File: src/rtl/ddr_app_sequencer_if.sv
// rtl/ddr_app_sequencer_if.sv - request, write-data, read-return and MIG app_* signal bundle
interface ddr_app_sequencer_if #(
  parameter int ADDR_WIDTH      = 28,
  parameter int DATA_WIDTH      = 128,
  parameter int MAX_BURST_BEATS = 16
);
  localparam int LEN_WIDTH = (MAX_BURST_BEATS > 1) ? $clog2(MAX_BURST_BEATS) : 1;

  logic                    i_init_calib_complete;
  logic                    i_req_valid;
  logic                    o_req_ready;
  logic                    i_req_rw;
  logic [ADDR_WIDTH-1:0]   i_req_addr;
  logic [LEN_WIDTH-1:0]    i_req_len;
  logic [DATA_WIDTH-1:0]   i_wdata;
  logic [DATA_WIDTH/8-1:0] i_wmask;
  logic                    i_wdata_valid;
  logic                    o_wdata_ready;
  logic [DATA_WIDTH-1:0]   o_rd_data;
  logic                    o_rd_valid;
  logic                    o_done;
  logic                    o_busy;
  logic [ADDR_WIDTH-1:0]   o_app_addr;
  logic [2:0]              o_app_cmd;
  logic                    o_app_en;
  logic                    i_app_rdy;
  logic [DATA_WIDTH-1:0]   o_app_wdf_data;
  logic [DATA_WIDTH/8-1:0] o_app_wdf_mask;
  logic                    o_app_wdf_wren;
  logic                    o_app_wdf_end;
  logic                    i_app_wdf_rdy;
  logic [DATA_WIDTH-1:0]   i_app_rd_data;
  logic                    i_app_rd_data_valid;

  // master = sequencer side, slave = MCU plus MIG side
  modport master (
    input  i_init_calib_complete, i_req_valid, i_req_rw, i_req_addr, i_req_len,
           i_wdata, i_wmask, i_wdata_valid, i_app_rdy, i_app_wdf_rdy,
           i_app_rd_data, i_app_rd_data_valid,
    output o_req_ready, o_wdata_ready, o_rd_data, o_rd_valid, o_done, o_busy,
           o_app_addr, o_app_cmd, o_app_en, o_app_wdf_data, o_app_wdf_mask,
           o_app_wdf_wren, o_app_wdf_end
  );

  modport slave (
    output i_init_calib_complete, i_req_valid, i_req_rw, i_req_addr, i_req_len,
           i_wdata, i_wmask, i_wdata_valid, i_app_rdy, i_app_wdf_rdy,
           i_app_rd_data, i_app_rd_data_valid,
    input  o_req_ready, o_wdata_ready, o_rd_data, o_rd_valid, o_done, o_busy,
           o_app_addr, o_app_cmd, o_app_en, o_app_wdf_data, o_app_wdf_mask,
           o_app_wdf_wren, o_app_wdf_end
  );
endinterface

File: src/rtl/ddr_app_sequencer.sv
// rtl/ddr_app_sequencer.sv - splits MCU burst requests into per-beat MIG app_* commands
module ddr_app_sequencer #(
  parameter int ADDR_WIDTH      = 28,
  parameter int DATA_WIDTH      = 128,
  parameter int MAX_BURST_BEATS = 16,
  parameter int ADDR_STEP       = 8,
  parameter int MAX_OUTSTANDING = 8
) (
  input logic                 clk_166M66,
  input logic                 mcu_sys_rst,
  ddr_app_sequencer_if.master bus
);
  localparam int LEN_W = (MAX_BURST_BEATS > 1) ? $clog2(MAX_BURST_BEATS) : 1;
  localparam int CNT_W = LEN_W + 1;
  localparam int OUT_W = $clog2(MAX_OUTSTANDING + 1);

  typedef enum logic [1:0] {ST_IDLE, ST_WRITE, ST_READ, ST_DONE} state_e;

  state_e                state_q, state_d;
  logic [CNT_W-1:0]      beats_q, beats_d;
  logic [CNT_W-1:0]      cmd_cnt_q, cmd_cnt_d;
  logic [CNT_W-1:0]      data_cnt_q, data_cnt_d;
  logic [CNT_W-1:0]      ret_cnt_q, ret_cnt_d;
  logic [OUT_W-1:0]      out_cnt_q, out_cnt_d;
  logic [ADDR_WIDTH-1:0] addr_q, addr_d;
  logic [2:0]            cmd_q, cmd_d;
  logic [DATA_WIDTH-1:0] rd_data_q, rd_data_d;
  logic                  rd_valid_q, rd_valid_d;

  logic req_ready, cmd_pending, data_pending, app_en, cmd_fire;
  logic wren, wfire, rd_issue, rd_ret;

  always_comb begin
    // Holding off accepts during reset keeps o_req_ready low while the block is held
    req_ready    = (state_q == ST_IDLE) && bus.i_init_calib_complete && !mcu_sys_rst;
    cmd_pending  = cmd_cnt_q < beats_q;
    data_pending = data_cnt_q < beats_q;
    app_en       = cmd_pending && ((state_q == ST_WRITE) ||
                   ((state_q == ST_READ) && (out_cnt_q < OUT_W'(MAX_OUTSTANDING))));
    cmd_fire     = app_en && bus.i_app_rdy;
    wren         = (state_q == ST_WRITE) && data_pending && bus.i_wdata_valid;
    wfire        = wren && bus.i_app_wdf_rdy;
    rd_issue     = cmd_fire && (state_q == ST_READ);
    rd_ret       = bus.i_app_rd_data_valid;

    state_d    = state_q;
    beats_d    = beats_q;
    cmd_cnt_d  = cmd_cnt_q;
    data_cnt_d = data_cnt_q;
    ret_cnt_d  = ret_cnt_q;
    out_cnt_d  = out_cnt_q;
    addr_d     = addr_q;
    cmd_d      = cmd_q;
    rd_data_d  = bus.i_app_rd_data;
    rd_valid_d = rd_ret;

    if (cmd_fire) begin
      cmd_cnt_d = cmd_cnt_q + CNT_W'(1);
      addr_d    = addr_q + ADDR_WIDTH'(ADDR_STEP);
    end
    if (wfire) begin
      data_cnt_d = data_cnt_q + CNT_W'(1);
    end
    if ((state_q == ST_READ) && rd_ret) begin
      ret_cnt_d = ret_cnt_q + CNT_W'(1);
    end
    // Stray returns with nothing outstanding must not wrap the counter
    if (rd_issue && !rd_ret) begin
      out_cnt_d = out_cnt_q + OUT_W'(1);
    end else if (!rd_issue && rd_ret && (out_cnt_q != '0)) begin
      out_cnt_d = out_cnt_q - OUT_W'(1);
    end

    unique case (state_q)
      ST_IDLE: begin
        if (bus.i_req_valid && req_ready) begin
          state_d    = bus.i_req_rw ? ST_WRITE : ST_READ;
          beats_d    = CNT_W'(bus.i_req_len) + CNT_W'(1);
          cmd_cnt_d  = '0;
          data_cnt_d = '0;
          ret_cnt_d  = '0;
          addr_d     = bus.i_req_addr;
          cmd_d      = bus.i_req_rw ? 3'b000 : 3'b001;
        end
      end
      ST_WRITE: begin
        if ((cmd_cnt_q == beats_q) && (data_cnt_q == beats_q)) state_d = ST_DONE;
      end
      ST_READ: begin
        if ((cmd_cnt_q == beats_q) && (ret_cnt_q == beats_q)) state_d = ST_DONE;
      end
      ST_DONE: state_d = ST_IDLE;
      default: state_d = ST_IDLE;
    endcase
  end

  always_ff @(posedge clk_166M66 or posedge mcu_sys_rst) begin
    if (mcu_sys_rst) begin
      state_q    <= ST_IDLE;
      beats_q    <= '0;
      cmd_cnt_q  <= '0;
      data_cnt_q <= '0;
      ret_cnt_q  <= '0;
      out_cnt_q  <= '0;
      addr_q     <= '0;
      cmd_q      <= 3'b001;
      rd_data_q  <= '0;
      rd_valid_q <= 1'b0;
    end else begin
      state_q    <= state_d;
      beats_q    <= beats_d;
      cmd_cnt_q  <= cmd_cnt_d;
      data_cnt_q <= data_cnt_d;
      ret_cnt_q  <= ret_cnt_d;
      out_cnt_q  <= out_cnt_d;
      addr_q     <= addr_d;
      cmd_q      <= cmd_d;
      rd_data_q  <= rd_data_d;
      rd_valid_q <= rd_valid_d;
    end
  end

  assign bus.o_req_ready    = req_ready;
  assign bus.o_wdata_ready  = (state_q == ST_WRITE) && data_pending && bus.i_app_wdf_rdy;
  assign bus.o_rd_data      = rd_data_q;
  assign bus.o_rd_valid     = rd_valid_q;
  assign bus.o_done         = (state_q == ST_DONE);
  assign bus.o_busy         = (state_q != ST_IDLE);
  assign bus.o_app_addr     = addr_q;
  assign bus.o_app_cmd      = cmd_q;
  assign bus.o_app_en       = app_en;
  assign bus.o_app_wdf_data = bus.i_wdata;
  assign bus.o_app_wdf_mask = bus.i_wmask;
  assign bus.o_app_wdf_wren = wren;
  assign bus.o_app_wdf_end  = wren;
endmodule

File: src/flat_wrapper.sv
// flat-port wrapper written by rule: the top's interface ports become plain ports
module ddr_app_sequencer_flat 
#(
  parameter int ADDR_WIDTH      = 28,
  parameter int DATA_WIDTH      = 128,
  parameter int MAX_BURST_BEATS = 16,
  parameter int ADDR_STEP       = 8,
  parameter int MAX_OUTSTANDING = 8
)
  (clk_166M66, mcu_sys_rst, bus_i_init_calib_complete, bus_i_req_valid, bus_i_req_rw, bus_i_req_addr, bus_i_req_len, bus_i_wdata, bus_i_wmask, bus_i_wdata_valid, bus_i_app_rdy, bus_i_app_wdf_rdy, bus_i_app_rd_data, bus_i_app_rd_data_valid, bus_o_req_ready, bus_o_wdata_ready, bus_o_rd_data, bus_o_rd_valid, bus_o_done, bus_o_busy, bus_o_app_addr, bus_o_app_cmd, bus_o_app_en, bus_o_app_wdf_data, bus_o_app_wdf_mask, bus_o_app_wdf_wren, bus_o_app_wdf_end);
  ddr_app_sequencer_if #(.ADDR_WIDTH(ADDR_WIDTH), .DATA_WIDTH(DATA_WIDTH), .MAX_BURST_BEATS(MAX_BURST_BEATS)) bus_i ();
  input logic clk_166M66;
  input logic mcu_sys_rst;
  input wire logic [$bits(bus_i.i_init_calib_complete)-1:0] bus_i_init_calib_complete;
  input wire logic [$bits(bus_i.i_req_valid)-1:0] bus_i_req_valid;
  input wire logic [$bits(bus_i.i_req_rw)-1:0] bus_i_req_rw;
  input wire logic [$bits(bus_i.i_req_addr)-1:0] bus_i_req_addr;
  input wire logic [$bits(bus_i.i_req_len)-1:0] bus_i_req_len;
  input wire logic [$bits(bus_i.i_wdata)-1:0] bus_i_wdata;
  input wire logic [$bits(bus_i.i_wmask)-1:0] bus_i_wmask;
  input wire logic [$bits(bus_i.i_wdata_valid)-1:0] bus_i_wdata_valid;
  input wire logic [$bits(bus_i.i_app_rdy)-1:0] bus_i_app_rdy;
  input wire logic [$bits(bus_i.i_app_wdf_rdy)-1:0] bus_i_app_wdf_rdy;
  input wire logic [$bits(bus_i.i_app_rd_data)-1:0] bus_i_app_rd_data;
  input wire logic [$bits(bus_i.i_app_rd_data_valid)-1:0] bus_i_app_rd_data_valid;
  output wire logic [$bits(bus_i.o_req_ready)-1:0] bus_o_req_ready;
  output wire logic [$bits(bus_i.o_wdata_ready)-1:0] bus_o_wdata_ready;
  output wire logic [$bits(bus_i.o_rd_data)-1:0] bus_o_rd_data;
  output wire logic [$bits(bus_i.o_rd_valid)-1:0] bus_o_rd_valid;
  output wire logic [$bits(bus_i.o_done)-1:0] bus_o_done;
  output wire logic [$bits(bus_i.o_busy)-1:0] bus_o_busy;
  output wire logic [$bits(bus_i.o_app_addr)-1:0] bus_o_app_addr;
  output wire logic [$bits(bus_i.o_app_cmd)-1:0] bus_o_app_cmd;
  output wire logic [$bits(bus_i.o_app_en)-1:0] bus_o_app_en;
  output wire logic [$bits(bus_i.o_app_wdf_data)-1:0] bus_o_app_wdf_data;
  output wire logic [$bits(bus_i.o_app_wdf_mask)-1:0] bus_o_app_wdf_mask;
  output wire logic [$bits(bus_i.o_app_wdf_wren)-1:0] bus_o_app_wdf_wren;
  output wire logic [$bits(bus_i.o_app_wdf_end)-1:0] bus_o_app_wdf_end;
  assign bus_i.i_init_calib_complete = bus_i_init_calib_complete;
  assign bus_i.i_req_valid = bus_i_req_valid;
  assign bus_i.i_req_rw = bus_i_req_rw;
  assign bus_i.i_req_addr = bus_i_req_addr;
  assign bus_i.i_req_len = bus_i_req_len;
  assign bus_i.i_wdata = bus_i_wdata;
  assign bus_i.i_wmask = bus_i_wmask;
  assign bus_i.i_wdata_valid = bus_i_wdata_valid;
  assign bus_i.i_app_rdy = bus_i_app_rdy;
  assign bus_i.i_app_wdf_rdy = bus_i_app_wdf_rdy;
  assign bus_i.i_app_rd_data = bus_i_app_rd_data;
  assign bus_i.i_app_rd_data_valid = bus_i_app_rd_data_valid;
  assign bus_o_req_ready = bus_i.o_req_ready;
  assign bus_o_wdata_ready = bus_i.o_wdata_ready;
  assign bus_o_rd_data = bus_i.o_rd_data;
  assign bus_o_rd_valid = bus_i.o_rd_valid;
  assign bus_o_done = bus_i.o_done;
  assign bus_o_busy = bus_i.o_busy;
  assign bus_o_app_addr = bus_i.o_app_addr;
  assign bus_o_app_cmd = bus_i.o_app_cmd;
  assign bus_o_app_en = bus_i.o_app_en;
  assign bus_o_app_wdf_data = bus_i.o_app_wdf_data;
  assign bus_o_app_wdf_mask = bus_i.o_app_wdf_mask;
  assign bus_o_app_wdf_wren = bus_i.o_app_wdf_wren;
  assign bus_o_app_wdf_end = bus_i.o_app_wdf_end;
  ddr_app_sequencer #(.ADDR_WIDTH(ADDR_WIDTH), .DATA_WIDTH(DATA_WIDTH), .MAX_BURST_BEATS(MAX_BURST_BEATS), .ADDR_STEP(ADDR_STEP), .MAX_OUTSTANDING(MAX_OUTSTANDING)) u_core (.clk_166M66(clk_166M66), .mcu_sys_rst(mcu_sys_rst), .bus(bus_i));
endmodule
File: config.mk
export PLATFORM = sky130hd
export DESIGN_NAME = ddr_app_sequencer_flat
export DESIGN_NICKNAME = d
export VERILOG_FILES = /design/src/rtl/ddr_app_sequencer_if.sv /design/src/rtl/ddr_app_sequencer.sv /design/src/flat_wrapper.sv
export SDC_FILE = /design/constraint.sdc
export NUM_CORES = 1
export LEC_CHECK = 0
export ABC_AREA = 1
export ABC_CLOCK_PERIOD_IN_PS = 9800
export BUFFER_PORTS_ARGS = -buffer_cell sky130_fd_sc_hd__clkbuf_2
export CORE_AREA = 2 2 245 247
export DETAILED_ROUTE_END_ITERATION = 10
export DIE_AREA = 0 0 247 249
export HOLD_SLACK_MARGIN = 0.1
export PLACE_DENSITY = 0.32
export SETUP_SLACK_MARGIN = 0.4
export SLEW_MARGIN = 20
export SYNTH_ARGS = -nofsm -noshare
export SYNTH_HDL_FRONTEND = slang
export SYNTH_SLANG_ARGS = --single-unit
File: constraint.sdc
create_clock -name clk_166M66 -period 9.8 [get_ports clk_166M66]
set_input_delay 1.47 -clock clk_166M66 [delete_from_list [all_inputs] [get_ports clk_166M66]]
set_output_delay 1.47 -clock clk_166M66 [all_outputs]
set_load 0.01 [all_outputs]
==> results.md <==
- Measured against its own limit, the worst slew margin works out to 34.2%.
- The part of the Yosys area used for sequential elements is 56.4%.
- The overall overflow remaining after global route is 0.
- The final instance count without filler cells is 1821.
- After floorplanning, the core was sized to cover 58700 um^2.
- The maximum fanout along the worst path is 3.
- After Yosys synthesis, XOR and XNOR cells account for 2.47% of the synthesized area.
- Counting every instance in the synthesized netlist gives 841.
- Detailed routing placed a total of 14100 um of wire on met2.
- The clock tree synthesis step divided the H-tree into 4 levels.
- The type of the worst min-delay path is flip-flop to flip-flop.
- Buffers added to address setup during post-CTS repair amount to 0.
- The total number of placement rows is 89.
- The final hold violation count is 0.
- The mux contribution to synthesized area is 0%.
- The share of cells above drive strength 1 is 36.5%.
- The largest net degree at the start of global routing is 127.
- In this run, post-CTS repair resized a total of 0 instances.
- The final-report max-slew violation count came to 0.
- The run finished with clean final reports.
- The pre-CTS setup slack is 6070 ps.
- Leaving out fill and tap cells, the most frequent cells in the layout are sky130_fd_sc_hd__clkbuf_2, sky130_fd_sc_hd__nand2_1, sky130_fd_sc_hd__dfrtp_1, sky130_fd_sc_hd__nor2_1, sky130_fd_sc_hd__inv_1.
- The number of top-level pins is 624.
- The worst setup path is launched from a flip-flop.
- After detailed routing, the wire length on met1 is 10900 um.
- The first global-routing pass estimated 43600 um of wire.
- The peak clock frequency supported by timing is 290 MHz.
- Between clock sinks in the finished design, the worst skew comes to 11.9 ps.
- For the final routed database, the setup TNS stands at 0 ps.
- Setup repair after global routing left no endpoint under its margin.
- The data required time of the worst path is 8330 ps.
- At the worst endpoint, the arrival time is 1980 ps.
- The total power draw is 2.50 mW.
- Across the whole layout, storage elements account for 4610 um^2.
- The first routing iteration left 195 violations.
- The critical path class is flip-flop to output port.
- The multi-input combinational cells in the finished layout cover a total of 2210 um^2.
- The first detailed-routing pass ran for 4 iterations.
- After detailed routing, no signal wire sits above met5.
- The synthesized netlist devotes 18.2% of its cell area to simple gates.
- Fill cells in the final layout number 6567.
- After detailed routing, the number of remaining DRC violations is 0.
- The number of buffers added on ports is 333.
- The latest clock arrival within the worst-skew pair is 450 ps.
- The placer's final routability congestion estimate is 0.747.
- The buffer cell driving the clock tree root is sky130_fd_sc_hd__clkbuf_16.
- The final worst slack is 6350 ps.
- The die height is 249 um.
- The number of instances in the placed design is 1789.
- For this run, the post-layout net count is 1370.
- The floorplan step defined a die boundary enclosing 61500 um^2.
- The initial core utilization is 13.9%.
- A synthesized cell averages 9.71 um^2.
- The final route contains 6071 vias.
- The fraction of the mapped netlist area in adder cells is 3.46%.
- The number of global-route vias before repair is 6542.
- At the pin with the least slew margin, the transition time is 985 ps.
- Yosys mapped the design onto 35 distinct sky130hd cell types.
- The maximum resistive drop on vdd is 0.000135 V.
- In this run the power density over the cells is 243 nW/um^2.
- The synthesis warning total is 0.
- The number of endpoints failing setup at the final stage is 0.
- The overall track demand over capacity in global routing is 9.89%.
- The total standard cell area after synthesis is 8170 um^2.
- The number of nets still failing antenna checks after routing is 0.
- The overall routed net length is 30300 um.
- The static power due to leakage is 5.17 nW.
- Measured along the x axis, the die boundary spans 247 um.
- The number of buffers inserted during clock tree synthesis is 17.
- After synthesis, the largest family of logic cells by area is simple AND/OR/NAND/NOR gates.
- The number of diodes added for antenna fixing is 0.
- Dividing the detail-routed wire length by the instance count gives 16.7 um.
- The mean number of vias per cell is 3.33.
- Leaving out fill and tap cells, the most frequent cell in the layout is sky130_fd_sc_hd__clkbuf_2.
- The routed design uses 3240 um of met3 wire.
- Clock-pin slew was measured on the worst setup and hold paths at 80 ps.
- Summing the areas of all compound-gate instances in the mapped netlist gives 2.77% of the synthesized area.
- STA classifies the critical path endpoint as an output port.
- The TritonCTS clock tree is built.
- The tree built by TritonCTS fans out to 184 sinks.
- The initial antenna violation count was 7.
- Counting along the longest clock path gives a buffer depth of 2.
- The placed wire-length estimate after detailed placement is 24200 um.
- The final cycle utilization of the critical path is 35.2%.
- Counting flops and latches in the post-synthesis netlist gives 184.
- The synthesis-to-layout area growth is 25.7%.
- The reported max-cap violation count is 0.
- The time the final worst path needs with I/O delays and setup is 3450 ps.
- Buffers inserted to repair hold after CTS numbered 0.
## final timing paths
check / from / endpoint / slack (ps) / cells after the start
min reg2reg: u_core.bus.o_app_addr[0] / u_core.bus.o_app_addr[0] / 490 / 2
min: u_core.bus.o_app_addr[0] / u_core.bus.o_app_addr[0] / 490 / 2
max reg2reg: u_core.state_q[0] / u_core.out_cnt_q[3] / 6570 / 16
min in group asynchronous: mcu_sys_rst / u_core.bus.o_rd_data[57] / 1160 / 2
max: u_core.beats_q[4] / bus_o_app_wdf_end / 6350 / 7
max in group asynchronous: mcu_sys_rst / u_core.bus.o_app_addr[24] / 7250 / 3
## registers in the layout (all words and copies together) (netlist names)
name / flops
u_core.bus.o_app_cmd: 1
u_core.bus.o_app_addr: 28
u_core.bus.o_rd_valid: 1
u_core.bus.o_rd_data: 128
u_core.cmd_cnt_q: 5
u_core.data_cnt_q: 5
u_core.beats_q: 5
u_core.ret_cnt_q: 5
u_core.state_q: 2
u_core.out_cnt_q: 4
## metrics by stage
step | util [%] | hold WS, ps | instance area (um^2)
after floorplan | - | 463 | 8170
after global placement | 16.4 | 472 | 9640
after detailed placement | 16.4 | 479 | 9640
after CTS | 17.5 | 500 | 10300
after global routing | 17.5 | 515 | 10300
final | 17.5 | 492 | 10300
## critical path, cell delays in order, from the launching register on
cell and delay [ps]:
sky130_fd_sc_hd__dfrtp_1 390, sky130_fd_sc_hd__inv_1 160, sky130_fd_sc_hd__ha_1 270, sky130_fd_sc_hd__nand2_1 60, sky130_fd_sc_hd__nor3b_1 190, sky130_fd_sc_hd__nand3_1 150, sky130_fd_sc_hd__nor2_1 160, sky130_fd_sc_hd__clkbuf_2 150
## per-layer routing
layer	global-route usage [%]	vias to the layer above
met5	0.477	-
met1	10.2	2743
met2	15.8	319
met3	4.50	147
li1	-	2848
met4	7.18	14
## power breakdown
group | switching, mW | internal (mW)
clock | 0.348 | 0.396
sequential | 0.150 | 0.887
combinational | 0.442 | 0.273
## Yosys cell counts, drive strengths merged
cell type	number	area, um^2
buf	154	1160
nor3b	3	22.5
a31oi	1	6.26
nand3	26	148
xor2	14	123
clkbuf	7	26.3
dfrtp	183	4580
nor2	51	204
xnor2	9	78.8
o21ai	28	140
a22oi	1	7.51
ha	21	263
dfstp	1	26.3
a21oi	10	57.6
nor3	3	15.0
nand4	4	25.0
or2	1	6.26
fa	1	20.0
a211oi	1	7.51
o21bai	1	7.51
nand2	264	998
conb	1	3.75
inv	47	176
nor4	1	6.26
nand3b	8	60.1
## cells by family (layout without fill, tap and decap cells)
group                      count (synthesis)  after routing
AOI/OAI and AO/OA                         42             42
xor gates and xnor gates                  23             23
adders and majority gates                 22             22
buffers and inverters                    208            414
DFF                                      184            184
other                                      1              2
and+or+nand+nor                          361            361
## area by class of cell
class | instances | area share [%]
clock buffers | 18 | 4.28
repair buffers | 335 | 16.4
well taps | 773 | 9.42
clock inverters | 14 | 1.80
inverters | 47 | 1.79
multi-input cells | 450 | 21.5
flip-flops and latches | 184 | 44.9
(Power assumes the default switching activity.)
